## config.mk

```make
export PLATFORM = sky130hd
export DESIGN_NAME = bus_arbit_rr
export DESIGN_NICKNAME = d
export VERILOG_FILES = /design/src/rtl/bus_arbit_pkg.sv /design/src/rtl/bus_arbit_rr_rr_pick.sv /design/src/rtl/bus_arbit_rr.sv
export SDC_FILE = /design/constraint.sdc
export NUM_CORES = 1
export LEC_CHECK = 0
export ABC_AREA = 1
export CORE_MARGIN = 2
export CORE_UTILIZATION = 50
export CTS_CLUSTER_DIAMETER = 200
export CTS_CLUSTER_SIZE = 24
export DETAILED_ROUTE_END_ITERATION = 10
export DONT_BUFFER_PORTS = 1
export HOLD_SLACK_MARGIN = 0.12
export PLACE_DENSITY = 0.74
export SLEW_MARGIN = 30
export SYNTH_ARGS = -nofsm -noshare
export SYNTH_HDL_FRONTEND = slang
export SYNTH_HIERARCHICAL = 1
export SYNTH_SLANG_ARGS = --single-unit
```

## constraint.sdc

```tcl
create_clock -name clk -period 2 [get_ports clk]
set_input_delay 0.3 -clock clk [delete_from_list [all_inputs] [get_ports clk]]
set_output_delay 0.3 -clock clk [all_outputs]
set_load 0.01 [all_outputs]
```

## src/rtl/bus_arbit_pkg.sv

```systemverilog
// Shared constants and helpers for the round-robin bus arbiter.
// Optional hold timeout is enabled by defining BUS_ARBIT_TIMEOUT_EN.
package bus_arbit_pkg;

    localparam int BUS_M_MAX     = 16;
    localparam int PARK_IDX      = 0;
    localparam int HOLD_CNT_W    = 8;
    localparam int BUS_IDX_MAX_W = $clog2(BUS_M_MAX);

    // OR-reduction encoder: valid only for a one-hot input, which the grant always is.
    function automatic logic [BUS_IDX_MAX_W-1:0] onehot_to_idx(input logic [BUS_M_MAX-1:0] oh);
        logic [BUS_IDX_MAX_W-1:0] idx;
        idx = '0;
        for (int i = 0; i < BUS_M_MAX; i++) begin
            if (oh[i]) begin
                idx = idx | BUS_IDX_MAX_W'(i);
            end
        end
        return idx;
    endfunction

endpackage

```

## src/rtl/bus_arbit_rr_rr_pick.sv

```systemverilog
// Combinational rotate-and-find: first set req bit at or after 'start', wrapping modulo N.
module rr_pick #(
    parameter int N = 4,
    parameter int W = $clog2(N)
) (
    input  logic [N-1:0] req,
    input  logic [W-1:0] start,
    output logic         found,
    output logic [W-1:0] idx
);

    logic [2*N-1:0] req_dbl;
    logic [N-1:0]   req_rot;
    logic [W:0]     sum;

    always_comb begin
        req_dbl = {req, req} >> start;
        req_rot = req_dbl[N-1:0];
        found   = 1'b0;
        idx     = '0;
        sum     = '0;
        // Descending scan so the smallest rotation offset wins.
        for (int k = N - 1; k >= 0; k--) begin
            if (req_rot[k]) begin
                sum = {1'b0, start} + (W + 1)'(k);
                if (sum >= (W + 1)'(N)) begin
                    sum = sum - (W + 1)'(N);
                end
                found = 1'b1;
                idx   = sum[W-1:0];
            end
        end
    end

endmodule

```

## src/rtl/bus_arbit_rr.sv

```systemverilog
// N-master sticky round-robin bus arbiter, parks on master 0 when idle.
// Define BUS_ARBIT_TIMEOUT_EN to force rotation after MAX_HOLD owned cycles when others wait.
module bus_arbit_rr
    import bus_arbit_pkg::*;
#(
    parameter int NUM_M    = 4,
    parameter int IDX_W    = $clog2(NUM_M),
    parameter int MAX_HOLD = 8
) (
    input  logic             clk,
    input  logic             reset_n,
    input  logic [NUM_M-1:0] req,
    output logic [NUM_M-1:0] grant,
    output logic [IDX_W-1:0] grant_idx,
    output logic             arb_change
);

    if (NUM_M < 2 || NUM_M > BUS_M_MAX) begin : g_bad_num_m
        $error("bus_arbit_rr: NUM_M out of range");
    end
    if (MAX_HOLD < 2 || MAX_HOLD > 255) begin : g_bad_max_hold
        $error("bus_arbit_rr: MAX_HOLD out of range");
    end

    logic [NUM_M-1:0] grant_q, grant_d;
    logic [IDX_W-1:0] idx_q, idx_d;
    logic             change_q, change_d;

    logic [IDX_W-1:0] owner;
    logic [IDX_W-1:0] start;
    logic [NUM_M-1:0] req_others;
    logic             owner_req;
    logic             pick_found;
    logic [IDX_W-1:0] pick_idx;
    logic             timeout;

    always_comb begin
        owner      = IDX_W'(onehot_to_idx(BUS_M_MAX'(grant_q)));
        start      = (owner == IDX_W'(NUM_M - 1)) ? '0 : owner + IDX_W'(1);
        req_others = req & ~grant_q;
        owner_req  = |(req & grant_q);
    end

    // The owner is masked out, so the same scan serves both release and forced rotation.
    rr_pick #(
        .N (NUM_M),
        .W (IDX_W)
    ) u_pick (
        .req   (req_others),
        .start (start),
        .found (pick_found),
        .idx   (pick_idx)
    );

`ifdef BUS_ARBIT_TIMEOUT_EN
    localparam logic [HOLD_CNT_W-1:0] HOLD_LIM = HOLD_CNT_W'(MAX_HOLD - 1);

    logic [HOLD_CNT_W-1:0] hold_cnt_q, hold_cnt_d;

    always_comb begin
        timeout = (hold_cnt_q == HOLD_LIM) && pick_found;
        if (change_d) begin
            hold_cnt_d = '0;
        end else if (hold_cnt_q == '1) begin
            hold_cnt_d = hold_cnt_q;
        end else begin
            hold_cnt_d = hold_cnt_q + HOLD_CNT_W'(1);
        end
    end

    always_ff @(posedge clk or negedge reset_n) begin
        if (!reset_n) begin
            hold_cnt_q <= '0;
        end else begin
            hold_cnt_q <= hold_cnt_d;
        end
    end
`else
    always_comb begin
        timeout = 1'b0;
    end
`endif

    always_comb begin
        idx_d = owner;
        if (owner_req && !timeout) begin
            idx_d = owner;
        end else if (pick_found) begin
            idx_d = pick_idx;
        end else if (owner_req) begin
            idx_d = owner;
        end else begin
            idx_d = IDX_W'(PARK_IDX);
        end
        grant_d  = NUM_M'(1) << idx_d;
        change_d = (idx_d != owner);
    end

    always_ff @(posedge clk or negedge reset_n) begin
        if (!reset_n) begin
            grant_q  <= NUM_M'(1);
            idx_q    <= IDX_W'(PARK_IDX);
            change_q <= 1'b0;
        end else begin
            grant_q  <= grant_d;
            idx_q    <= idx_d;
            change_q <= change_d;
        end
    end

    assign grant      = grant_q;
    assign grant_idx  = idx_q;
    assign arb_change = change_q;

endmodule

```

; Word-level counts from Yosys, hierarchy flattened
; Cells that the tools add are included.
[word_totals]
word_cells = 41
out_inout_bits = 7
register_bits = 7
input_bits = 6
[classes]
muxes = 18
n_eq_ne = 2
n_reduce_logical = 1
n_lt_le_gt_ge = 4
shift = 2
bitwise_logic = 3
n_addsub = 8
[op_table]
columns = op, n
row1 = 2-bit two-way mux, 13
row2 = "3-bit greater-or-equal comparator, second input constant", 3
row3 = 4-bit bitwise AND, 2
row4 = 8-bit by 2-bit right shift with 4-bit output, 1
row5 = "2-bit by 1-bit subtractor with 2-bit output, second input constant", 4
row6 = "2-bit by 2-bit adder with 3-bit output, second input constant", 2
row7 = 1-bit two-way mux, 5
row8 = 4-bit NOT, 1
row9 = 4-bit OR reduction, 1
row10 = "1-bit by 2-bit << shifter with 4-bit output, first input constant", 1
row11 = "2-bit by 1-bit adder with 3-bit output, second input constant", 1
row12 = "2-bit by 3-bit greater-or-equal comparator with 1-bit output, second input constant", 1
row13 = "2-bit by 1-bit adder with 2-bit output, second input constant", 1
row14 = "2-bit == test, second input constant", 1
row15 = 2-bit inequality test, 1

; Depth between registers and ports, before layout
[depth]
depth_word = 15
depth_mapped = 17

; By module
; The synthesis kept the hierarchy.
[by_module_without_submodules]
columns = module, instances, cells_each, area_each_um2
row1 = bus_arbit_rr, 1, 52, 432.9
row2 = rr_pick, 1, 46, 242.7

; Worst setup path after synthesis
; OpenSTA, ideal clock, no wires.
[synth_timing]
kind = register to register
start = register grant_q[3], in the netlist grant[3]
end = register change_q, in the netlist arb_change
slack_ns = -0.095
path_buffers = 0
required_ns = 1.884
path_stages_with_launch = 14
arrival_time_ns = 1.980
cell_sequence = dfrtp_1 > nor2_1 > xor2_1 > inv_2 > nand3_2 > nand2_2 > a21oi_1 > nand4_1 > nand2_1 > inv_1 > nand3_1 > nand2_1 > inv_1 > nand2_1
[synth_rtl]
columns = item, line_no
row1 = start: declaration, bus_arbit_rr.sv:25  ; logic [NUM_M-1:0] grant_q, grant_d;
row2 = start signal: assignment, bus_arbit_rr.sv:105  ; grant_q <= grant_d;
row3 = 2-bit two-way mux *, bus_arbit_pkg.sv:15  ; if (oh[i]) begin
row4 = 2-bit by 1-bit adder with 2-bit output or 2-bit == test (tied branches), bus_arbit_rr.sv:39  ; start = (owner == IDX_W'(NUM_M - 1)) ? '0 : owner + IDX_W'(1);
row5 = 2-bit two-way mux *, bus_arbit_rr.sv:39
row6 = net start[1], bus_arbit_rr.sv:30  ; logic [IDX_W-1:0] start;
row7 = 8-bit by 2-bit right shift with 4-bit output *, bus_arbit_rr_rr_pick.sv:17  ; req_dbl = {req, req} >> start;
row8 = 1-bit two-way mux (3 in a row), bus_arbit_rr_rr_pick.sv:24  ; if (req_rot[k]) begin
row9 = 1-bit two-way mux *, bus_arbit_rr_rr_pick.sv:24
row10 = net pick_found, bus_arbit_rr.sv:33  ; logic pick_found;
row11 = 2-bit two-way mux *, bus_arbit_rr.sv:88  ; end else if (pick_found) begin
row12 = 2-bit two-way mux *, bus_arbit_rr.sv:86  ; if (owner_req && !timeout) begin
row13 = 2-bit inequality test *, bus_arbit_rr.sv:96  ; change_d = (idx_d != owner);
row14 = net change_d, bus_arbit_rr.sv:27  ; logic change_q, change_d;
row15 = end signal: assignment, bus_arbit_rr.sv:107  ; change_q <= change_d;
row16 = end: declaration, bus_arbit_rr.sv:27
; The timed path passes the listed nets; every way through them passes the cells marked *.

; Final worst setup path
; Same ends and word-level chain as after synthesis.

==> flow_metrics.py <==
metrics = {
    "run_status": {
        "outcome": "completed",
    },
    "routing": {
        "vias_per_cell": 4.92,
        "drt_first_pass_iters": 5,
        "drtAntennaViolNets": 0,
        "drc_errors": 0,
        "final_routed_wire_length_divided_by_cell_count_um": 10.6,
        "dr.first_iter.drc_count": 13,
        "via_count": 615,
        "wl_um": 1320,
    },
    "die": {
        "die_h_um": 40.8,
        "dieArea_mm2": 0.00166,
        "design.core.area_mm2": 0.00128,
        "fp.dieW_um": 40.8,
        "initial_core_util_pct": 52.6,
        "rows": 13,
        "top_level_ports": 13,
    },
    "logic_synthesis": {
        "synthesis.yosys.warnings": 6,
        "synth_flop_cell": "sky130_fd_sc_hd__dfrtp_1",
        "netlist_top_cells_count": "sky130_fd_sc_hd__nand2_1, sky130_fd_sc_hd__inv_1, sky130_fd_sc_hd__nand3_1, sky130_fd_sc_hd__nor2_1, sky130_fd_sc_hd__nand2_2",
        "netlist.top_cell.by_area": "sky130_fd_sc_hd__dfrtp_1",
        "ys_types": 23,
        "yosysMostFrequentCell": "sky130_fd_sc_hd__nand2_1",
        "synth-edff-count": 0,
        "postSynthRegisterBits": 7,
        "synthCells": 98,
        "synth.cell_area_um2": 676,
        "avgSynthCellArea_um2": 6.89,
        "synth_seq_area_share_pct": 26.1,
        "async_flop_share_pct": 100,
        "synthDominantCellAreaShare_pct": 22.2,
        "synth_top_cells_by_area": "sky130_fd_sc_hd__dfrtp_1, sky130_fd_sc_hd__nand2_1, sky130_fd_sc_hd__nand2_4",
        "postSynthNetCount": 104,
    },
    "finish": {
        "fillCellCount": 104,
        "drive_gt1_share_pct": 40.0,
        "final_net_count": 117,
        "multi_input_area_um2": 453,
        "antenna_fix_cells": 0,
        "area.sequential_um2": 178,
        "flow.area_growth_from_synthesis_pct": 23.1,
    },
    "timing": {
        "timing.setup.tns_ns": 0,
        "worst_slew_margin_rel_pct": 79.2,
        "fmaxAchievable_mhz": 522,
        "timing.final.crit_share_pct": 95.7,
        "setup_viol": 0,
        "max_slew.worst_pin.slew_ns": 0.311,
        "hold_viol_final": 0,
        "final.min_clock_period_ns": 1.91,
        "skew_ns": 0.00265,
        "grt_setup_unrepaired": "yes",
        "final-max-slew-violation-count": 0,
    },
    "critical_path": {
        "setup.worst_path.start_class": "flip-flop",
        "worst_ep_required_time_ns": 2.14,
        "worst_setup_path_startpoint": "grant[3]$_DFF_PN0_",
        "critical_path.endpoint_type": "flip-flop",
        "worstPathArrival_ns": 2.06,
        "critPathMaxFanout": 6,
        "crit_slowest_cell": "sky130_fd_sc_hd__dfrtp_2",
        "critPathMaxStageDelay_ns": 0.44,
        "timing.critical_path.cells": "nor2_4 > xor2_4 > inv_2 > nand3_2 > nand2_2 > a21oi_2 > nand4_1 > nand2_2 > inv_1 > nand3_1 > nand2_1 > inv_1 > nand2_1",
        "worst_r2r_startpoint": "grant[3]$_DFF_PN0_",
        "setup.worst_path.class": "reg -> reg",
    },
    "flow_run": {
        "max_capacitance_violation_total": 0,
    },
    "global_route": {
        "antenna_found_initial": 0,
        "grt_pass1_vias": 481,
        "grt.overflow.total": 0,
        "grt_pass1_wl_um": 1890,
        "gr-usage-all-layers_pct": 17.3,
        "pin_count_of_the_biggest_net_entering_global_routing": 11,
    },
    "clocking": {
        "maximum_count_of_clock_buffers_along_a_single_path": 2,
        "cts.reportedPaths.clkPinSlew_ns": 0.05,
        "tritoncts.num_buffers": 3,
        "tritoncts": "built",
        "clockRootBuffer": "sky130_fd_sc_hd__clkbuf_4",
        "clock_latency_ns": 0.25,
        "cts-htree-levels": 1,
        "clock_sink_count": 7,
    },
    "min_path": {
        "hp-class": "in -> async",
    },
    "place": {
        "numPortBuffers": 0,
        "routabilityCongestion": 0.711,
        "hpwlAfterDp_um": 1020,
    },
}
-- flip-flops by register name (all words and copies together) (netlist names) --
register and count:
grant 4, grant_idx 2, arb_change 1
-- kinds of logic (layout without fill, tap and decap cells) --
kind of cell | after synthesis | count (layout) | share of synthesized area [%]
DFF | 7 | 7 | 26.1
xor gates and xnor gates | 2 | 2 | 2.59
AOI/OAI and AO/OA | 6 | 6 | 5.93
and+or+nand+nor | 63 | 63 | 52.0
buffers and inverters | 20 | 32 | 13.3
-- per-stage QoR --
| step | instance area, µm² | hold WS, ns | std cells | setup WS [ns] | utilization [%] |
|---|---|---|---|---|---|
| floorplan | 686 | 0.00441 | 98 | 0.0770 | - |
| global placement | 731 | 0.00451 | 117 | 0.0877 | 56.9 |
| detailed placement | 731 | 0.00450 | 117 | 0.0199 | 56.9 |
| CTS | 767 | 0.374 | 122 | 0.0170 | 59.7 |
| global route | 832 | 0.393 | 125 | -0.0961 | 64.8 |
| finish | 832 | 0.374 | 125 | 0.0854 | 64.8 |
-- per-layer routing --
metal,track usage (%),part of all wire (%)
met5,0,0
met4,5.00,0
met3,4.89,4.9
met2,27.8,49
met1,22.5,46
-- placed cells by master, fill, tap and decap left out --
master / instances
sky130_fd_sc_hd__nand4_1: 1
sky130_fd_sc_hd__nand3_2: 1
sky130_fd_sc_hd__nor2_8: 1
sky130_fd_sc_hd__nor2_4: 2
sky130_fd_sc_hd__clkbuf_1: 1
sky130_fd_sc_hd__xnor2_1: 1
sky130_fd_sc_hd__dfstp_2: 1
sky130_fd_sc_hd__o21ai_2: 3
sky130_fd_sc_hd__dfrtp_2: 1
sky130_fd_sc_hd__dlygate4sd3_1: 1
sky130_fd_sc_hd__nand2_2: 9
sky130_fd_sc_hd__buf_8: 1
sky130_fd_sc_hd__dfrtp_1: 5
sky130_fd_sc_hd__clkbuf_4: 3
sky130_fd_sc_hd__a21oi_2: 1
sky130_fd_sc_hd__nand3_1: 12
sky130_fd_sc_hd__nor2_1: 7
sky130_fd_sc_hd__nand2_4: 6
sky130_fd_sc_hd__inv_2: 1
sky130_fd_sc_hd__nor2_2: 4
sky130_fd_sc_hd__buf_4: 7
sky130_fd_sc_hd__o21ai_1: 1
sky130_fd_sc_hd__nand2_1: 20
sky130_fd_sc_hd__a21boi_1: 1
sky130_fd_sc_hd__inv_1: 16
sky130_fd_sc_hd__xor2_4: 1
sky130_fd_sc_hd__inv_6: 1
sky130_fd_sc_hd__inv_4: 1
-- final timing paths --
kind | slack, ns | endpoint | cells past startpoint
worst max-delay path | 0.09 | arb_change$_DFF_PN0_ | 13
worst min-delay path | 0.37 | arb_change$_DFF_PN0_ | 1
worst max register to register | 0.09 | arb_change$_DFF_PN0_ | 13
worst min register to register | 0.82 | grant_idx[1]$_DFF_PN0_ | 5
max in group asynchronous | 1.34 | grant[0]$_DFF_PN1_ | 1
min in group clk | 0.40 | grant_idx[1]$_DFF_PN0_ | 5
-- critical path, delay by kind of cell, from the launching register on --
family,cells,cell delay [ns]
compound gates,1,0.11
xor+xnor,1,0.25
buf+inv,3,0.20
flops,1,0.44
simple gates,8,0.81
-- layout make-up --
class / instances / share of cell area [%]
tap: 15 / 2.26
sequential: 7 / 21.4
multi-input combinational: 71 / 54.4
inverter: 19 / 9.47
timing repair buffer: 9 / 9.32
clock buffer: 4 / 3.16
-- timing repair --
action,CTS,global route
hold buffers,1,0
buffers inserted,0,3
resized for setup,0,11
endpoints found under the hold margin,7,0
setup endpoints to repair,0,7
Power is not shown: default switching activity piles up to over one toggle a cycle in this logic, so the estimate is an artifact.
